### src/rtl/lutram_dp_bist.sv
// Self-test for a dual-port LUT RAM: clear with ~pat, write pat, verify both read
// ports (SPO at a, DPO at a+DPRA_OFFSET), with optional single-bit fault injection.
module lutram_dp_bist #(
  parameter int A_WIDTH     = 6,
  parameter int D_WIDTH     = 4,
  parameter int ERR_W       = 8,
  parameter int DPRA_OFFSET = 1
) (
  input  logic               clk,
  input  logic               rst,
  input  logic               start_i,
  input  logic               step_i,
  input  logic [1:0]         mode_i,
  input  logic               fault_en_i,
  input  logic [A_WIDTH-1:0] fault_addr_i,
  output logic               busy_o,
  output logic               done_o,
  output logic               pass_o,
  output logic [ERR_W-1:0]   err_count_o,
  output logic [A_WIDTH-1:0] first_err_addr_o,
  output logic [D_WIDTH-1:0] spo_o,
  output logic [D_WIDTH-1:0] dpo_o
);
  localparam int DEPTH = 2**A_WIDTH;
  localparam int XW    = (A_WIDTH > D_WIDTH) ? A_WIDTH : D_WIDTH;
  localparam int EW1   = ERR_W + 1;
  localparam logic [ERR_W-1:0] ERR_MAX = '1;

  typedef enum logic [2:0] {IDLE, CLEAR, WRITE, VERIFY, FINISH} state_e;

  state_e             state_q;
  logic [A_WIDTH-1:0] a_q;
  logic [1:0]         mode_q;
  logic               fault_en_q;
  logic [A_WIDTH-1:0] fault_addr_q;
  logic [ERR_W-1:0]   err_q;
  logic [A_WIDTH-1:0] ferr_q;
  logic [D_WIDTH-1:0] mem_q [DEPTH];

  function automatic logic [D_WIDTH-1:0] pat(input logic [1:0] m, input logic [A_WIDTH-1:0] x);
    logic [D_WIDTH-1:0] r;
    logic [XW-1:0]      xe;
    r = '0;
    case (m)
      2'b00: begin
        xe = XW'(x);
        r  = xe[D_WIDTH-1:0];
      end
      2'b01: for (int i = 0; i < D_WIDTH; i++) r[i] = (i % 2 == 0) ^ x[0];
      2'b10: r = D_WIDTH'(1) << (int'(x) % D_WIDTH);
      default: begin
        xe = XW'(~x);
        r  = xe[D_WIDTH-1:0];
      end
    endcase
    return r;
  endfunction

  logic [A_WIDTH-1:0] dpra;
  logic               last;
  logic               we;
  logic [D_WIDTH-1:0] wdata;
  logic               spo_mis, dpo_mis;
  logic [1:0]         inc;
  logic [EW1-1:0]     err_sum;
  logic [ERR_W-1:0]   err_sat;

  assign dpra    = a_q + A_WIDTH'(DPRA_OFFSET);
  assign last    = &a_q;
  assign spo_o   = mem_q[a_q];
  assign dpo_o   = mem_q[dpra];
  assign we      = step_i && !rst && (state_q == CLEAR || state_q == WRITE);
  assign wdata   = (state_q == CLEAR) ? ~pat(mode_q, a_q)
                 : pat(mode_q, a_q) ^ D_WIDTH'(fault_en_q && a_q == fault_addr_q);
  assign spo_mis = spo_o != pat(mode_q, a_q);
  assign dpo_mis = dpo_o != pat(mode_q, dpra);
  assign inc     = {1'b0, spo_mis} + {1'b0, dpo_mis};
  assign err_sum = {1'b0, err_q} + EW1'(inc);
  assign err_sat = (err_sum > {1'b0, ERR_MAX}) ? ERR_MAX : err_sum[ERR_W-1:0];

  always_ff @(posedge clk) begin
    if (we) mem_q[a_q] <= wdata;
  end

  always_ff @(posedge clk) begin
    if (rst) begin
      state_q      <= IDLE;
      a_q          <= '0;
      mode_q       <= '0;
      fault_en_q   <= 1'b0;
      fault_addr_q <= '0;
      err_q        <= '0;
      ferr_q       <= '0;
    end else begin
      case (state_q)
        IDLE, FINISH: if (start_i) begin
          state_q      <= CLEAR;
          a_q          <= '0;
          err_q        <= '0;
          ferr_q       <= '0;
          mode_q       <= mode_i;
          fault_en_q   <= fault_en_i;
          fault_addr_q <= fault_addr_i;
        end
        CLEAR, WRITE: if (step_i) begin
          a_q <= a_q + 1'b1;
          if (last) state_q <= (state_q == CLEAR) ? WRITE : VERIFY;
        end
        VERIFY: if (step_i) begin
          a_q   <= a_q + 1'b1;
          err_q <= err_sat;
          // Only the first mismatching step records an address; SPO wins a tie.
          if (err_q == '0 && (spo_mis || dpo_mis)) ferr_q <= spo_mis ? a_q : dpra;
          if (last) state_q <= FINISH;
        end
        default: state_q <= IDLE;
      endcase
    end
  end

  assign busy_o           = (state_q == CLEAR) || (state_q == WRITE) || (state_q == VERIFY);
  assign done_o           = (state_q == FINISH);
  assign pass_o           = done_o && (err_q == '0);
  assign err_count_o      = err_q;
  assign first_err_addr_o = ferr_q;
endmodule

### config.mk
export PLATFORM = sky130hd
export DESIGN_NAME = lutram_dp_bist
export DESIGN_NICKNAME = d
export VERILOG_FILES = /design/src/rtl/lutram_dp_bist.sv
export SDC_FILE = /design/constraint.sdc
export NUM_CORES = 1
export LEC_CHECK = 0
export BUFFER_PORTS_ARGS = -buffer_cell sky130_fd_sc_hd__buf_2
export CORE_MARGIN = 4
export CORE_UTILIZATION = 40
export DETAILED_ROUTE_END_ITERATION = 16
export GPL_TIMING_DRIVEN = 0
export PLACE_DENSITY = 0.56
export RECOVER_POWER = 100
export SETUP_SLACK_MARGIN = 0.2
export SLEW_MARGIN = 30
export SYNTH_ARGS = -nofsm -noshare
export SYNTH_HDL_FRONTEND = slang
export SYNTH_SLANG_ARGS = --single-unit
### constraint.sdc
create_clock -name clk -period 13.7 [get_ports clk]
set_clock_uncertainty 0.2 [all_clocks]
set_input_delay 0 -clock clk [delete_from_list [all_inputs] [get_ports clk]]
set_output_delay 0 -clock clk [all_outputs]
set_load 0.05 [all_outputs]
==> run metrics, run 1 <==
final net count 1147; starting density of the core 40.5%; # IOs 38; commonest non-fill, non-tap cell in the layout edfxtp_1; CP Capture Type flop; clock root cell clkbuf_16; final core occ 46.0%; CTS tree built; most frequent cells in the layout edfxtp_1, mux4_2, nor2_1; core footprint 36500 um^2; worst setup path start a_q[0]; Inserted Diodes 0; WL per Instance 30.9 um; Die Y 200 um; VDD IR-drop max 0.0000964 V; syn nets 1035; CTS clk-pin slew, worst paths 0.07 ns; Mapped Cells 1015; Yosys reg bits 294; H-tree levels 1; worst slew pin tran 1.40 ns; critical path type flop to flop; area delta synth->final 13.7%; Max-Cap Viols 0; Worst-Skew Late Latency 0.57 ns; Pleak 5.12 nW; synth warn 0; Via density 6.28; Synth Flop Type edfxtp_1; internal power 0.00151 W; distinct cell type count of the synthesized netlist 66; total wire length 50.0 mm; CP cell instances clkbuf_1 -> clkbuf_1 -> inv_1 -> ha_1 -> clkbuf_1 -> clkbuf_1 -> clkbuf_1 -> mux4_2 -> a22oi_1 -> nand3_1 -> nand2_1 -> xor2_1 -> nand2_1 -> fa_1 -> ha_1 -> and3_1 -> nand3_1 -> nor3_1 -> a2111oi_0 -> dlygate4sd3_1; vias in the first global route 10100; Post-Syn Area 14800 um^2; Crit. path cell count 20; first-pass detailed-route iteration total 5; DIE AREA 40100 um^2; Worst Path Arrival 10.18 ns; total CTS buffers 31; Final Hold Fails 0; Tmin final 9.88 ns; routing usage on met2 38.2%; Slowest cell on crit path clkbuf_1; Worst R2R Start a_q[0]; R2R cell count 20; final worst-path cycle share 72.1%; Die X-Extent 200 um; GR Layer Usage met3 5.88%; critical path launch point type flop; Clk network pwr share 40.5%; Avg Synthesized Cell Area 14.6 um^2; Seq/Total Area, Yosys 57.1%; total congestion overflow 0; R2R Path End err_count_o[6]; layout cells sized above 1 19.8%; CP delay by family, top buffers and inverters; antenna viol nets, final 0; RSZ-0062 raised after global routing no; Reg2Reg Setup Slack 3.82 ns; setup TNS 0 ns; Final Max Tran Viols 0; worst hold path class primary input to flop; critical path endpoint err_count_o[6]; fmax 101 MHz; CP dominant cell by count clkbuf_1; Comb pwr share 8.6%; Starting DRT DRC Count 1418; worst-path maximum fanout 10; first-pass GRT wire length 71.9 mm; initial antenna violation count 1; Worst path max stage delay 0.97 ns; Async SR Flop Fraction 0%; crit path buf inv count 7; GP Congestion 1.01; relative slew slack 6.07%; largest net degree at the start of global routing 31; Seq pwr share 50.9%; estimated wirelength of the detail-placed design 35.7 mm; outcome completed; IO Port Bufs 37; switch share 24.0%; Worst Path Required 14.01 ns; total global-route track usage 24.4%; CTS Sinks 294; sw power 0.000475 W; DRC viols 0; Rows 70; final setup vio count 0; Post-synth EDFFs 256; M1 GR Usage 33.9%; GR peak layer met2; clock tree buffer depth 3; Pwr Density 118 nW/um^2; DR vias 10100; Post-CTS Resized 0
through the flow:
step	cell area, um^2	std cells	hold WS (ns)	setup WS (ns)	total power, W
floorplan	14800	1015	-0.0640	8.19	0.00112
global placement	15600	1520	0.0456	6.18	0.00119
detailed placement	15800	1530	0.0526	6.67	0.00120
CTS	17100	1617	0.183	6.34	0.00200
global route	16800	1617	0.230	3.40	0.00204
finish	16800	1617	0.180	3.82	0.00198
metal layers:
| metal | vias up | wire [um] |
|---|---|---|
| met5 | - | 13 |
| met4 | 2 | 1950 |
| met3 | 99 | 4880 |
| met2 | 539 | 22900 |
| met1 | 5276 | 20200 |
| li1 | 4231 | - |
area by class of cell:
class	instances	area (um^2)
fillers	3218	19700
flip-flops and latches	294	8450
multi-input cells	636	5930
clock buffers	34	787
well taps	468	586
repair buffers	79	518
plain buffers	68	322
clock inverters	21	158
inverters	17	63.8
cells in the mapped netlist, types with 9 or more instances:
cell,count,area (um^2)
a21oi_1,38,190
buf_2,25,125
buf_4,9,67.6
clkbuf_1,25,93.8
dfxtp_1,38,761
edfxtp_1,256,7690
inv_1,15,56.3
mux2i_1,55,551
mux4_2,122,2750
nand2_1,88,330
nand3_1,24,120
nor2_1,101,379
nor2b_1,9,56.3
nor3_1,14,70.1
o21ai_0,16,80.1
o22ai_1,15,93.8
xnor2_1,20,175
xor2_1,11,96.3
logic make-up after synthesis:
logic type	after synthesis	synth area share, %
simple gates	288	8.89
xor+xnor	34	2.17
buf+inv	85	2.70
flops	294	57.1
fa+ha+maj	7	0.643
compound gates	124	5.60
mux	183	22.9
worst min path at each step:
stage | slack (ns) | start | cells after the start | end
global placement | 0.05 | fault_en_i | 3 | fault_en_q
finish | 0.18 | step_i | 4 | a_q[1]
global route | 0.23 | step_i | 4 | a_q[1]
floorplan | -0.06 | fault_en_i | 2 | fault_en_q
detailed placement | 0.05 | fault_addr_i[3] | 3 | fault_addr_q[3]
CTS | 0.18 | step_i | 4 | a_q[1]
power groups by stage:
stage               Sequential [W]  Combinational, W  Clock (W)
floorplan                  0.00103         0.0000968          0
global placement           0.00103          0.000156          0
detailed placement         0.00102          0.000180          0
CTS                        0.00101          0.000187   0.000809
global route               0.00101          0.000180   0.000849
finish                     0.00101          0.000170   0.000803
tightest hold or removal path, stage by stage:
cell	delay [ns]
dlygate4sd3_1	0.54
buf_2	0.16
nand3_1	0.09
a21oi_1	0.10
state kept, by name (all words and copies together), names as in the netlist, named ones only:
| signal | count |
|---|---|
| a_q | 6 |
| err_count_o | 8 |
| fault_addr_q | 6 |
| fault_en_q | 1 |
| first_err_addr_o | 6 |
| mem_q | 256 |
| mode_q | 2 |
| state_q | 3 |
repair_timing:
item                      in CTS  in global routing
hold endpoints to repair      38                  0
buffers inserted               0                  0
hold buffers                  32                  0
Note: power is estimated with default switching activity, not from simulation.
==> run 2, diff against run 1 <==
==> constraint.sdc (replaced) <==
create_clock -name clk -period 9.1 [get_ports clk]
set_clock_uncertainty 0.2 [all_clocks]
set_input_delay 0 -clock clk [delete_from_list [all_inputs] [get_ports clk]]
set_output_delay 0 -clock clk [all_outputs]
set_load 0.05 [all_outputs]
==> run metrics, run 2 (synthesis results as in run 1) <==
worst-path maximum fanout 10; layout cells sized above 1 20.3%; Max-Cap Viols 0; clock root cell clkbuf_16; DRC viols 0; commonest non-fill, non-tap cell in the layout edfxtp_1; critical path launch point type flop; VDD IR-drop max 0.000144 V; WL per Instance 30.9 um; max reg flops 256; Biggest register mem_q; worst slew pin tran 1.41 ns; sw power 0.000716 W; CTS Hold Buffers Added 32; final worst-path cycle share 88.1%; relative slew slack 5.52%; switch share 24.0%; Slowest cell on crit path clkbuf_1; # IOs 38; Via density 6.29; total congestion overflow 0; area delta synth->final 13.8%; H-tree levels 1; core footprint 36500 um^2; Clk network pwr share 40.5%; post-CTS setup buffer count 0; Worst Path Required 9.41 ns; total wire length 50.0 mm; Worst-Skew Late Latency 0.57 ns; final non-filler cell total 1618; clock tree buffer depth 3; worst hold path class primary input to flop; estimated wirelength of the detail-placed design 35.7 mm; largest net degree at the start of global routing 31; Worst path max stage delay 0.83 ns; Worst Path Arrival 8.33 ns; setup TNS 0 ns; CP Capture Type flop; Rows 70; outcome completed; DIE AREA 40100 um^2; DR vias 10200; Pwr Density 177 nW/um^2; Seq pwr share 50.9%; CP cell instances clkbuf_1 -> buf_2 -> inv_1 -> ha_1 -> buf_2 -> buf_2 -> buf_2 -> mux4_2 -> a22oi_1 -> nand3_1 -> nand2_1 -> xor2_1 -> nand2_1 -> fa_1 -> ha_1 -> and3_1 -> nand3_1 -> nor3_1 -> a2111oi_0 -> dlygate4sd3_1; antenna viol nets, final 0; CTS Sinks 294; total CTS buffers 31; Die X-Extent 200 um; final setup vio count 0; CP dominant cell by count buf_2; initial antenna violation count 1; Comb pwr share 8.6%; dpl cells 1530; first-pass GRT wire length 71.9 mm; vias in the first global route 10100; starting density of the core 40.5%; Final Max Tran Viols 0; Starting DRT DRC Count 1425; Final Hold Fails 0; critical path type flop to flop; first-pass detailed-route iteration total 6; Post-CTS Resized 0; internal power 0.00227 W; most frequent cells in the layout edfxtp_1, mux4_2, nor2_1; total global-route track usage 24.4%; CTS clk-pin slew, worst paths 0.07 ns; Overall Power 0.00298 W; RSZ-0062 raised after global routing no; fmax 125 MHz; final net count 1147; Tmin final 8.02 ns; GP Congestion 1.01; Fillers 3212; CTS tree built; IO Port Bufs 37; Pleak 5.13 nW; Die Y 200 um
run 2: final cells by class:
type                    instances  area (um^2)  share of cell area (%)
flip-flops and latches        294         8450                    50.2
multi-input cells             636         5930                    35.3
clock buffers                  34          787                    4.68
well taps                     468          586                    3.48
repair buffers                 79          519                    3.09
plain buffers                  68          327                    1.94
clock inverters                21          158                   0.937
inverters                      17         63.8                   0.379
diodes                          1         2.50                  0.0149
run 2: final timing paths:
kind	to	start	slack, ns	cells after the start
setup / recovery	err_count_o[6]	a_q[0]	1.08	20
hold / removal	a_q[1]	step_i	0.20	4
setup reg to reg	err_count_o[6]	a_q[0]	1.08	20
hold reg to reg	first_err_addr_o[0]	first_err_addr_o[0]	0.29	2
run 2: power groups by stage:
stage	registers, W	clock network (W)	logic (W)
CTS	0.00151	0.00122	0.000282
finish	0.00152	0.00121	0.000256
global route	0.00152	0.00128	0.000271
floorplan	0.00155	0	0.000146
detailed placement	0.00154	0	0.000271
global placement	0.00156	0	0.000234
run 2: routing by layer:
| layer | GRT usage (%) | part of all wire [%] | vias up |
|---|---|---|---|
| met4 | 8.16 | 4.0 | 2 |
| met3 | 5.88 | 10 | 100 |
| met5 | 0 | 0.026 | - |
| li1 | - | - | 4232 |
| met1 | 33.9 | 40 | 5254 |
| met2 | 38.2 | 46 | 584 |
run 2: metrics by stage:
| step | cell area, um^2 | util, % | hold WS [ns] | setup slack, ns |
|---|---|---|---|---|
| finish | 16800 | 46.1 | 0.198 | 1.08 |
| global placement | 15600 | 42.6 | 0.0456 | 1.58 |
| detailed placement | 15800 | 43.3 | 0.0526 | 2.07 |
| global route | 16800 | 46.0 | 0.230 | 0.771 |
| CTS | 17100 | 46.7 | 0.183 | 1.74 |
| floorplan | 14800 | - | -0.0640 | 3.59 |
run 2: worst max-delay path: cells and delay by family, from the launching register on:
family	cells	cell delay, ns
buffers and inverters	7	3.74
adders and majority gates	3	1.03
and+or+nand+nor	6	0.98
AOI/OAI and AO/OA	2	0.69
muxes	1	0.57
DFF	1	0.44
xor gates and xnor gates	1	0.27
